[src/rtl/de1_io_pkg.sv]
// Board-level constants shared by the DE1 input conditioning logic.
package de1_io_pkg;

    localparam int   DEBOUNCE_5MS_50MHZ = 250000;
    localparam int   N_KEY_DE1          = 3;
    localparam int   N_SW_DE1           = 10;
    localparam logic KEY_RELEASED       = 1'b1;
    localparam logic SW_RESET_LEVEL     = 1'b0;

endpackage

[src/rtl/de1_input_conditioner_if.sv]
// Pin-side and PIO-side signals of the DE1 input conditioner.
// master = the board/top level (drives raw pins), slave = the conditioner.
interface de1_input_conditioner_if #(
    parameter int N_KEY = 3,
    parameter int N_SW  = 10
);

    logic [N_KEY-1:0] key_in;
    logic [N_SW-1:0]  sw_in;
    logic [N_KEY-1:0] key_level;
    logic [N_KEY-1:0] key_press;
    logic [N_KEY-1:0] key_release;
    logic [N_SW-1:0]  sw_level;
    logic [N_SW-1:0]  sw_change;

    modport master (
        output key_in,
        output sw_in,
        input  key_level,
        input  key_press,
        input  key_release,
        input  sw_level,
        input  sw_change
    );

    modport slave (
        input  key_in,
        input  sw_in,
        output key_level,
        output key_press,
        output key_release,
        output sw_level,
        output sw_change
    );

endinterface

[src/rtl/de1_input_conditioner_debounce_bit.sv]
// One asynchronous pin: 2-flop synchroniser, stability counter, accepted level
// and registered single-cycle rise/fall strobes.
module debounce_bit
    import de1_io_pkg::*;
#(
    parameter int   DEBOUNCE_CYCLES = DEBOUNCE_5MS_50MHZ,
    parameter logic RESET_VAL       = 1'b0
) (
    input  logic clk,
    input  logic reset,
    input  logic d_i,
    output logic level_o,
    output logic rise_o,
    output logic fall_o
);

    localparam int              CNT_W = $clog2(DEBOUNCE_CYCLES + 1);
    localparam logic [CNT_W-1:0] LAST = CNT_W'(DEBOUNCE_CYCLES - 1);

    (* altera_attribute = "-name SYNCHRONIZER_IDENTIFICATION FORCED_IF_ASYNCHRONOUS" *)
    logic sync1_q;
    (* altera_attribute = "-name SYNCHRONIZER_IDENTIFICATION FORCED_IF_ASYNCHRONOUS" *)
    logic sync2_q;

    logic             level_q, level_d;
    logic [CNT_W-1:0] cnt_q, cnt_d;
    logic             rise_q, rise_d;
    logic             fall_q, fall_d;

    always_ff @(posedge clk or posedge reset) begin
        if (reset) begin
            sync1_q <= RESET_VAL;
            sync2_q <= RESET_VAL;
            level_q <= RESET_VAL;
            cnt_q   <= '0;
            rise_q  <= 1'b0;
            fall_q  <= 1'b0;
        end else begin
            sync1_q <= d_i;
            sync2_q <= sync1_q;
            level_q <= level_d;
            cnt_q   <= cnt_d;
            rise_q  <= rise_d;
            fall_q  <= fall_d;
        end
    end

    // Any cycle where the synchronised pin agrees with the accepted level restarts the count.
    always_comb begin
        level_d = level_q;
        cnt_d   = '0;
        rise_d  = 1'b0;
        fall_d  = 1'b0;
        if (sync2_q != level_q) begin
            if (cnt_q == LAST) begin
                level_d = sync2_q;
                rise_d  = sync2_q;
                fall_d  = ~sync2_q;
            end else begin
                cnt_d = cnt_q + CNT_W'(1);
            end
        end
    end

    assign level_o = level_q;
    assign rise_o  = rise_q;
    assign fall_o  = fall_q;

endmodule

[src/rtl/de1_input_conditioner.sv]
// Conditions DE1 KEY[3:1] (active-low) and SW[9:0] for the Nios II PIOs:
// clean debounced levels plus single-cycle press/release/change strobes.
module de1_input_conditioner
    import de1_io_pkg::*;
#(
    parameter int N_KEY           = N_KEY_DE1,
    parameter int N_SW            = N_SW_DE1,
    parameter int DEBOUNCE_CYCLES = DEBOUNCE_5MS_50MHZ
) (
    input  logic                    clk,
    input  logic                    reset,
    de1_input_conditioner_if.slave  io
);

    for (genvar i = 0; i < N_KEY; i++) begin : g_key
        // Keys are active-low, so a press is the debounced falling edge.
        debounce_bit #(
            .DEBOUNCE_CYCLES (DEBOUNCE_CYCLES),
            .RESET_VAL       (KEY_RELEASED)
        ) u_db (
            .clk     (clk),
            .reset   (reset),
            .d_i     (io.key_in[i]),
            .level_o (io.key_level[i]),
            .rise_o  (io.key_release[i]),
            .fall_o  (io.key_press[i])
        );
    end

    for (genvar i = 0; i < N_SW; i++) begin : g_sw
        logic rise;
        logic fall;

        debounce_bit #(
            .DEBOUNCE_CYCLES (DEBOUNCE_CYCLES),
            .RESET_VAL       (SW_RESET_LEVEL)
        ) u_db (
            .clk     (clk),
            .reset   (reset),
            .d_i     (io.sw_in[i]),
            .level_o (io.sw_level[i]),
            .rise_o  (rise),
            .fall_o  (fall)
        );

        assign io.sw_change[i] = rise | fall;
    end

endmodule

[src/flat_wrapper.sv]
// flat-port wrapper written by rule: the top's interface ports become plain ports
module de1_input_conditioner_flat import de1_io_pkg::*;
#(
    parameter int N_KEY           = N_KEY_DE1,
    parameter int N_SW            = N_SW_DE1,
    parameter int DEBOUNCE_CYCLES = DEBOUNCE_5MS_50MHZ
)
  (clk, reset, io_key_in, io_sw_in, io_key_level, io_key_press, io_key_release, io_sw_level, io_sw_change);
  de1_input_conditioner_if #(.N_KEY(N_KEY), .N_SW(N_SW)) io_i ();
  input  logic clk;
  input  logic reset;
  input wire logic [$bits(io_i.key_in)-1:0] io_key_in;
  input wire logic [$bits(io_i.sw_in)-1:0] io_sw_in;
  output wire logic [$bits(io_i.key_level)-1:0] io_key_level;
  output wire logic [$bits(io_i.key_press)-1:0] io_key_press;
  output wire logic [$bits(io_i.key_release)-1:0] io_key_release;
  output wire logic [$bits(io_i.sw_level)-1:0] io_sw_level;
  output wire logic [$bits(io_i.sw_change)-1:0] io_sw_change;
  assign io_i.key_in = io_key_in;
  assign io_i.sw_in = io_sw_in;
  assign io_key_level = io_i.key_level;
  assign io_key_press = io_i.key_press;
  assign io_key_release = io_i.key_release;
  assign io_sw_level = io_i.sw_level;
  assign io_sw_change = io_i.sw_change;
  de1_input_conditioner #(.N_KEY(N_KEY), .N_SW(N_SW), .DEBOUNCE_CYCLES(DEBOUNCE_CYCLES)) u_core (.clk(clk), .reset(reset), .io(io_i));
endmodule
[config.mk]
export PLATFORM = sky130hd
export DESIGN_NAME = de1_input_conditioner_flat
export DESIGN_NICKNAME = d
export VERILOG_FILES = /design/src/rtl/de1_io_pkg.sv /design/src/rtl/de1_input_conditioner_if.sv /design/src/rtl/de1_input_conditioner_debounce_bit.sv /design/src/rtl/de1_input_conditioner.sv /design/src/flat_wrapper.sv
export SDC_FILE = /design/constraint.sdc
export NUM_CORES = 1
export LEC_CHECK = 0
export CAP_MARGIN = 20
export CORE_MARGIN = 10
export CORE_UTILIZATION = 40
export DETAILED_ROUTE_END_ITERATION = 7
export PLACE_DENSITY_LB_ADDON = 0.1
export SYNTH_ARGS = -nofsm -noshare
export SYNTH_HDL_FRONTEND = slang
export SYNTH_SLANG_ARGS = --single-unit
[constraint.sdc]
create_clock -name clk -period 9.4 [get_ports clk]
set_input_delay 0.94 -clock clk [delete_from_list [all_inputs] [get_ports clk]]
set_output_delay 0.94 -clock clk [all_outputs]
set_load 0.01 [all_outputs]
== Yosys cells after proc, flatten, opt, wreduce, memory -nomap -nowiden ==
Cells that the tools add are included.

* Muxes and demuxes: 78
* Bitwise gates (word level): 23
* Add/sub/neg operators: 13
* Order comparisons: 0
* Eq/ne operators: 26
* Shift operators: 0
* Div/mod/pow operators: 0
* Reduce and logical (&&, ||, !) cells: 13
* Multipliers: 0

{| class="wikitable"
|+ Operator list
! operator !! number
|-
| $mux W18 || 26
|-
| $add A18 B1 Y18 const B || 13
|-
| $eq A18 B18 Y1 const B || 13
|-
| $mux W1 || 52
|-
| $reduce_and A2 Y1 || 13
|-
| $ne A1 B1 Y1 || 13
|-
| $not A1 Y1 || 13
|-
| $or A1 B1 Y1 || 10
|}

* Memories kept: 0
* Input bits: 15
* Memory bits (read-only): 0
* Register bits after elaboration: 299
* Latch bits: 0
* RAM bits: 0
* Logic and storage cells: 231
* Output and inout port bits: 29

== Depth between registers and ports, before layout ==
Gate-level depths: netlist of the first run.

* Depth after elaboration: 3
* Mapped depth: 6
* Depth with buffers taken out: 5

== Hierarchy ==
A second synthesis of the first run with hierarchy kept.

* Cell total of the unflattened synthesis: 1,388
* Area total of the unflattened synthesis: 14,696.6 um^2

{| class="wikitable"
|+ Modules (own cells, without submodules)
! module !! area an instance (um^2) !! instances !! cells each !! sequential area each (um^2)
|-
| debounce_bit at u_core.g_sw[0].u_db ... || 1,124.8 || 10 || 106 || 575.6
|-
| debounce_bit at u_core.g_key[0].u_db ... || 1,128.6 || 3 || 106 || 579.3
|-
| de1_input_conditioner || 62.6 || 1 || 10 || 0.0
|}

== Least setup slack after synthesis of the first run ==
No wires, ideal clock.

* Path kind: register -> register
* Start point: reg u_core.g_key[1].u_db.cnt_q[13]
* End point: reg u_core.g_key[1].u_db.level_q
* Path slack: 7.336 ns
* Buffers on the path: 0
* Stages on the path, launching flop included: 5
* Setup time: 0.082 ns
* Clock period less this slack: 2.064 ns
* Data required time: 9.318 ns
* Data arrival time: 1.982 ns
* Path through: dfrtp_1 -> or4b_1 -> or4_4 -> or2_4 -> mux2_4

* Cells in the longest elaborated chain, start to end: 2

{| class="wikitable"
|+ Ends and longest elaborated chain
! element !! RTL line !! source
|-
| from (decl) || de1_input_conditioner_debounce_bit.sv:26 || <nowiki>logic [CNT_W-1:0] cnt_q, cnt_d;</nowiki>
|-
| from (signal assigned) || de1_input_conditioner_debounce_bit.sv:42 || <nowiki>cnt_q <= cnt_d;</nowiki>
|-
| $eq A18 B18 Y1 || de1_input_conditioner_debounce_bit.sv:55 || <nowiki>if (cnt_q == LAST) begin</nowiki>
|-
| $reduce_and A2 Y1 (no source line) || n/a ||
|-
| to (signal assigned) || de1_input_conditioner_debounce_bit.sv:41 || <nowiki>level_q <= level_d;</nowiki>
|-
| to (decl) || de1_input_conditioner_debounce_bit.sv:25 || <nowiki>logic level_q, level_d;</nowiki>
|}

No other way between the ends.
A chain may end at the register's enable or synchronous reset.

== Final worst setup path of the first run ==
* Start point: reg u_core.g_sw[3].u_db.fall_q
* End point: out io_sw_change[3]

* Cells in the longest elaborated chain, start to end: 1

{| class="wikitable"
|+ Ends and longest elaborated chain
! element !! RTL line !! source
|-
| from (decl) || de1_input_conditioner_debounce_bit.sv:28 || <nowiki>logic fall_q, fall_d;</nowiki>
|-
| from (signal assigned) || de1_input_conditioner_debounce_bit.sv:44 || <nowiki>fall_q <= fall_d;</nowiki>
|-
| $or A1 B1 Y1 || de1_input_conditioner.sv:46 || <nowiki>assign io.sw_change[i] = rise | fall;</nowiki>
|-
| to (decl) || flat_wrapper.sv:18 || <nowiki>output wire logic [$bits(io_i.sw_change)-1:0] io_sw_change;</nowiki>
|}

No other way between the ends.

==> results of run 1 <==
==> logic make-up after synthesis <==
family,count (synthesis),share of synthesized area
DFF,299,0.535
buffers and inverters,66,0.0232
muxes,15,0.0122
xor gates and xnor gates,196,0.123
and+or+nand+nor,697,0.262
adders and majority gates,13,0.0116
AOI/OAI and AO/OA,63,0.0332
==> metrics by stage <==
stage | power, W | util
2_1_floorplan | 0.00140 | -
3_5_place_dp | 0.00143 | 0.431
5_1_grt | 0.00296 | 0.467
6_report | 0.00283 | 0.467
3_3_place_gp | 0.00143 | 0.431
4_1_cts | 0.00289 | 0.467
==> sequential cells by signal, indices dropped and copies added (netlist names) <==
name                       cells
u_core.g_sw.u_db.level_o      10
u_core.g_key.u_db.rise_o       3
u_core.g_sw.u_db.fall_o       10
u_core.g_key.u_db.cnt_q       54
u_core.g_sw.u_db.sync2_q      10
u_core.g_key.u_db.sync1_q      3
u_core.g_sw.u_db.sync1_q      10
u_core.g_key.u_db.fall_o       3
u_core.g_key.u_db.sync2_q      3
u_core.g_sw.u_db.rise_o       10
u_core.g_sw.u_db.cnt_q       180
u_core.g_key.u_db.level_o      3
==> worst max path at each step <==
stage	from	end	slack [ps]	cells after the start
6_report	u_core.g_sw[3].u_db.fall_o	io_sw_change[3]	6750	2
3_3_place_gp	reset	u_core.g_sw[5].u_db.cnt_q[14]	6310	3
2_1_floorplan	reset	u_core.g_key[0].u_db.cnt_q[0]	210	1
4_1_cts	u_core.g_sw[3].u_db.fall_o	io_sw_change[3]	6710	2
5_1_grt	u_core.g_sw[3].u_db.fall_o	io_sw_change[3]	6680	2
3_5_place_dp	reset	u_core.g_sw[5].u_db.level_o	6330	3
==> metal layers <==
metal / global-route usage / vias up
met5: 0 / -
met4: 0.0381 / 0
met3: 0.0293 / 34
met2: 0.188 / 112
met1: 0.168 / 4746
li1: - / 4886
==> cell type report <==
type | count | area, µm² | area share
Clock inverter | 12 | 121 | 0.00752
Tap cell | 455 | 569 | 0.0353
Timing Repair Buffer | 55 | 537 | 0.0332
Inverter | 24 | 97.6 | 0.00604
Clock buffer | 54 | 1130 | 0.0700
Multi-Input combinational cell | 984 | 6200 | 0.384
Sequential cell | 299 | 7490 | 0.464
==> placed cells by master (no fill, tap or decap), types with 18 or more instances in the layout <==
cell type / netlist / layout
a21oi_1: 24 / 24
and3_1: 22 / 22
clkbuf_16: 0 / 37
clkdlybuf4s50_1: 0 / 43
dfrtp_1: 290 / 290
inv_1: 24 / 23
nand2_1: 58 / 58
nand3_1: 92 / 92
nand4_1: 72 / 72
nor2_1: 226 / 226
nor3_1: 30 / 30
nor3b_1: 29 / 29
nor4_1: 61 / 61
or3_1: 18 / 18
or4_1: 24 / 24
xnor2_1: 132 / 132
xor2_1: 64 / 64
==> power breakdown <==
group           total, W  switching, W  internal (W)
Combinational  0.0000809     0.0000541     0.0000268
Sequential       0.00133     0.0000196       0.00131
Clock            0.00143      0.000538      0.000887
==> impl_results.md, run 1 <==
* Post-synth EDFFs at 0
* Residual DRC count at 0
* Crit path launch type: register
* WL met2 at 11600 µm
* Total iterations of the first detailed-routing run at 5
* Worst Hold Launch: u_core.g_sw[0].u_db.sync1_q
* Crit path cell chain: or2_2 > clkdlybuf4s50_1
* Worst path bufs/invs at 1
* Arrival @ worst endpoint at 1710 ps
* CP max stage delay at 490 ps
* Clock Sinks at 299
* Die H at 207 µm
* Final instance area at 16100 µm²
* Starting Density at 0.405
* Non-Filler Instances at 1883
* Final nets at 1428
* Register-to-register path setup slack at 7060 ps
* Max-cap violations at 0
* Hold Vio Cnt, Final at 0
* DP Worst Slack at 6330 ps
* Worst hold slack at 347 ps
* Synth Flop Type: dfrtp_1
* Crit path required time at 8460 ps
* Pwr Density at 176 nW/µm²
* WL/cell at 14.0 µm
* Static leakage at 6.42 nW
* Via Count at 9778
* Critical path class: reg2out
* Top-area cell type share of the netlist area at 0.518
* Number of global-route vias before repair at 9747
* Port Buffers at 43
* Slew headroom at 0.366
* PostCTS Resize Cnt at 0
* Core ar. at 34500 µm²
* Largest net degree at the start of global routing at 175
* Top sig layer: met4
* Post-CTS Setup Inserts at 0
* Antenna violations before repair at 0
* I/O pins at 44
* CTS tree: yes
* Routability cong. at 0.753
* R2R Path Start: u_core.g_key[1].u_db.cnt_q[13]
* Syn Area/Cell at 10.4 µm²
* Async S/R FF share, synth at 1.00
* Via-to-Cell Ratio at 5.19
* Status: complete, no violations
* Max Root-Sink Buffers at 3
* Final worst slack at 6750 ps
* Met1 wire length at 13200 µm
* Cell taking the most area after synthesis: dfrtp_1
* CP endpoint kind: output pin
* GRT Residual Overflow at 0
* Post-CTS Hold Buffers at 0
* Final period utilization at 0.282
* Synth Register Bits at 299
* Min-Delay Endpoint: u_core.g_sw[0].u_db.sync2_q
* Net Count, Synth at 1377
* Rows at 68
* Later-pin clock latency in the skew report at 530 ps
* Drt total wl at 26400 µm
* CTS root buffer: clkbuf_16
* Slowest-stage cell, CP: clkdlybuf4s50_1
* Most frequent cell after synthesis: dfrtp_1
* Syn Inst Count at 1349
* Setup TNS at 0 ps
* Hold Crit Depth at 0
* Layout fillers at 3246
* Routed Antenna Nets at 0
* Met3 WL at 1130 µm
* DR iter-0 viols at 423
* Placed inst area at 14900 µm²
* Top post-synthesis cells by area: dfrtp_1 (52%), xnor2_1 (8.3%), nor2_1 (6.1%), xor2_1 (4.0%), nand3_1 (3.3%)
* Max Fclk at 377 MHz
* Layout area overhead at 15.3%
* Synth warnings at 0
* Clock Pin Slew Worst Setup and Hold Paths at 60 ps
* Max-slew violations at 0
* First-pass GRT wire length at 46900 µm
* Worst hold-check path type: reg2reg
* Ant. Diodes at 0
* Peak VDD IR at 0.151 mV
* Share of cells above drive strength 1 at 0.0910
* Die X at 207 µm
* Tot GR Track Use at 0.123
* Post-synth top cells: dfrtp_1 (290), nor2_1 (226), xnor2_1 (132)
* RSZ-0062 raised after global routing: no
* Worst path top cell family by delay: buffers and inverters
* DP Wirelength at 17000 µm
* CTS buffer count at 36
* R2R depth at 4
* Critical-path maximum fanout at 1
* Slew @ Worst Pin at 951 ps
* Count of unique library cells instantiated by Yosys at 46
* Mapped Area at 14000 µm²
* Minimum clock period at 2650 ps
* Placed cell count at 1817
* Sequential area share after synthesis at 0.535
* Htree depth at 2
* Final setup fails at 0
* Die ar. at 42900 µm²
* Worst Skew at 15.8 ps
* Worst R2R End: u_core.g_key[1].u_db.cnt_q[9]
(Power assumes the default switching activity.)
==> inputs of run 2 (changes only) <==
==> constraint.sdc (replaced) <==
create_clock -name clk -period 2.2 [get_ports clk]
set_input_delay 0.22 -clock clk [delete_from_list [all_inputs] [get_ports clk]]
set_output_delay 0.22 -clock clk [all_outputs]
set_load 0.01 [all_outputs]
==> impl_results.md, run 2 (synthesis gave the netlist of run 1 again) <==
* Status: complete, no violations
* CP max stage delay at 530 ps
* Routed Antenna Nets at 0
* R2R depth at 4
* Max Fclk at 489 MHz
* Setup TNS at 0 ps
* Clock Sinks at 299
* Hold Vio Cnt, Final at 0
* Critical-path maximum fanout at 4
* Sw frac at 0.212
* Final instance area at 16500 µm²
* CP endpoint kind: register
* Htree depth at 2
* Comb power frac at 0.034
* Max Root-Sink Buffers at 3
* Critical path class: reg2reg
* I/O pins at 44
* Antenna violations before repair at 0
* Worst hold-check path type: in2async
* Crit path cell chain: or4b_1 > or4_4 > or2_4 > mux2_4
* Peak VDD IR at 0.586 mV
* Slowest-stage cell, CP: or4_4
* Final period utilization at 0.930
* Routability cong. at 0.791
* Max-cap violations at 0
* Largest net degree at the start of global routing at 76
* Max reg flops at 180
* Net Sw Power at 0.00253 W
* Most frequent cells in the layout: dfrtp_1 (290), nor2_1 (226), xnor2_1 (132)
* Placed inst area at 15300 µm²
* Crit path launch type: register
* Internal power at 0.00941 W
* Max-slew violations at 0
* Reg power frac at 0.475
* Residual DRC count at 0
* Crit path required time at 2640 ps
* DP Wirelength at 18200 µm
* Commonest non-fill, non-tap cell in the layout: dfrtp_1
* CTS buffer count at 34
* Ant. Diodes at 0
* First-pass GRT wire length at 48200 µm
* Drt total wl at 27000 µm
* Largest regs: u_core.g_sw.u_db.cnt_q (180), u_core.g_key.u_db.cnt_q (54)
* Minimum clock period at 2050 ps
* Number of global-route vias before repair at 10000
* CTS tree: yes
* Worst hold slack at 55.2 ps
* Worst R2R End: u_core.g_key[1].u_db.level_o
* WL/cell at 14.1 µm
* Slew headroom at 0.707
* Final nets at 1468
* CTS root buffer: clkbuf_16
* Worst Skew at 20.1 ps
* Share of cells above drive strength 1 at 0.111
* Tot GR Track Use at 0.126
* DR iter-0 viols at 495
* R2R Path Start: u_core.g_key[1].u_db.cnt_q[13]
* Starting Density at 0.405
* Via Count at 9898
* RSZ-0062 raised after global routing: no
* Die H at 207 µm
* Pwr Density at 725 nW/µm²
* Rows at 68
* Final setup fails at 0
* Arrival @ worst endpoint at 2480 ps
* PostCTS Resize Cnt at 0
* Core ar. at 34500 µm²
* Slew @ Worst Pin at 436 ps
* Via-to-Cell Ratio at 5.16
* Worst path bufs/invs at 0
* Clock power share at 0.491
* Total iterations of the first detailed-routing run at 5
* GRT Residual Overflow at 0
* Static leakage at 6.57 nW
* Post-CTS Setup Inserts at 0
* Clock Pin Slew Worst Setup and Hold Paths at 60 ps
* Die ar. at 42900 µm²
* Later-pin clock latency in the skew report at 510 ps
* Register-to-register path setup slack at 150 ps
* Port Buffers at 43
* Layout area overhead at 17.6%
* Largest Register: u_core.g_sw.u_db.cnt_q
* Worst path top cell family by delay: simple AND/OR/NAND/NOR gates
* Post-CTS Hold Buffers at 0
* Die X at 207 µm
==> run 2: changes by cell type in the layout (fill, tap and decap cells not counted), sizes merged <==
cell      previous run  this run
bufinv               2         4
clkbuf              54        50
buf                 12        54
clkinvlp             0         3
inv                 27        24
clkinv               7         3
==> run 2: area by class of cell <==
class / count / area, µm²
Inverter: 24 / 93.8
Multi-Input combinational cell: 984 / 6190
Sequential cell: 299 / 7490
Clock buffer: 50 / 1010
Clock inverter: 10 / 159
Timing Repair Buffer: 97 / 948
Tap cell: 455 / 569
Fill cell: 3252 / 18100
==> run 2: worst max path at each step <==
stage,from,endpoint,slack [ps],depth (start not counted)
floorplan,reset,u_core.g_key[0].u_db.cnt_q[0],-1990,1
global placement,u_core.g_key[1].u_db.cnt_q[13],u_core.g_key[1].u_db.level_o,160,4
detailed placement,u_core.g_key[1].u_db.cnt_q[13],u_core.g_key[1].u_db.level_o,150,4
CTS,u_core.g_key[1].u_db.cnt_q[13],u_core.g_key[1].u_db.level_o,140,4
global route,u_core.g_sw[4].u_db.cnt_q[0],u_core.g_sw[4].u_db.level_o,90,5
finish,u_core.g_key[1].u_db.cnt_q[13],u_core.g_key[1].u_db.level_o,150,4
==> run 2: power groups by stage <==
stage               combinational (W)  sequential (W)  clock, W
global placement             0.000419         0.00577         0
floorplan                    0.000242         0.00575         0
CTS                          0.000423         0.00567   0.00606
finish                       0.000404         0.00567   0.00586
detailed placement           0.000420         0.00577         0
global route                 0.000472         0.00568   0.00633
==> run 2: per-layer routing <==
layer / up-vias / share of wire / GRT usage
li1: 4940 / - / -
met1: 4816 / 0.51 / 0.178
met2: 107 / 0.44 / 0.190
met3: 35 / 0.036 / 0.0257
met4: 0 / 0.016 / 0.0326
met5: - / 0 / 0
==> run 2: through the flow <==
step                      cells   util  power [W]  setup slack (ps)
final                      1919  0.477     0.0119               154
after floorplan            1349      -    0.00599             -1990
after CTS                  1919  0.477     0.0122               143
after global placement     1859  0.443    0.00619               155
after detailed placement   1859  0.443    0.00619               147
after global routing       1919  0.477     0.0125              93.1
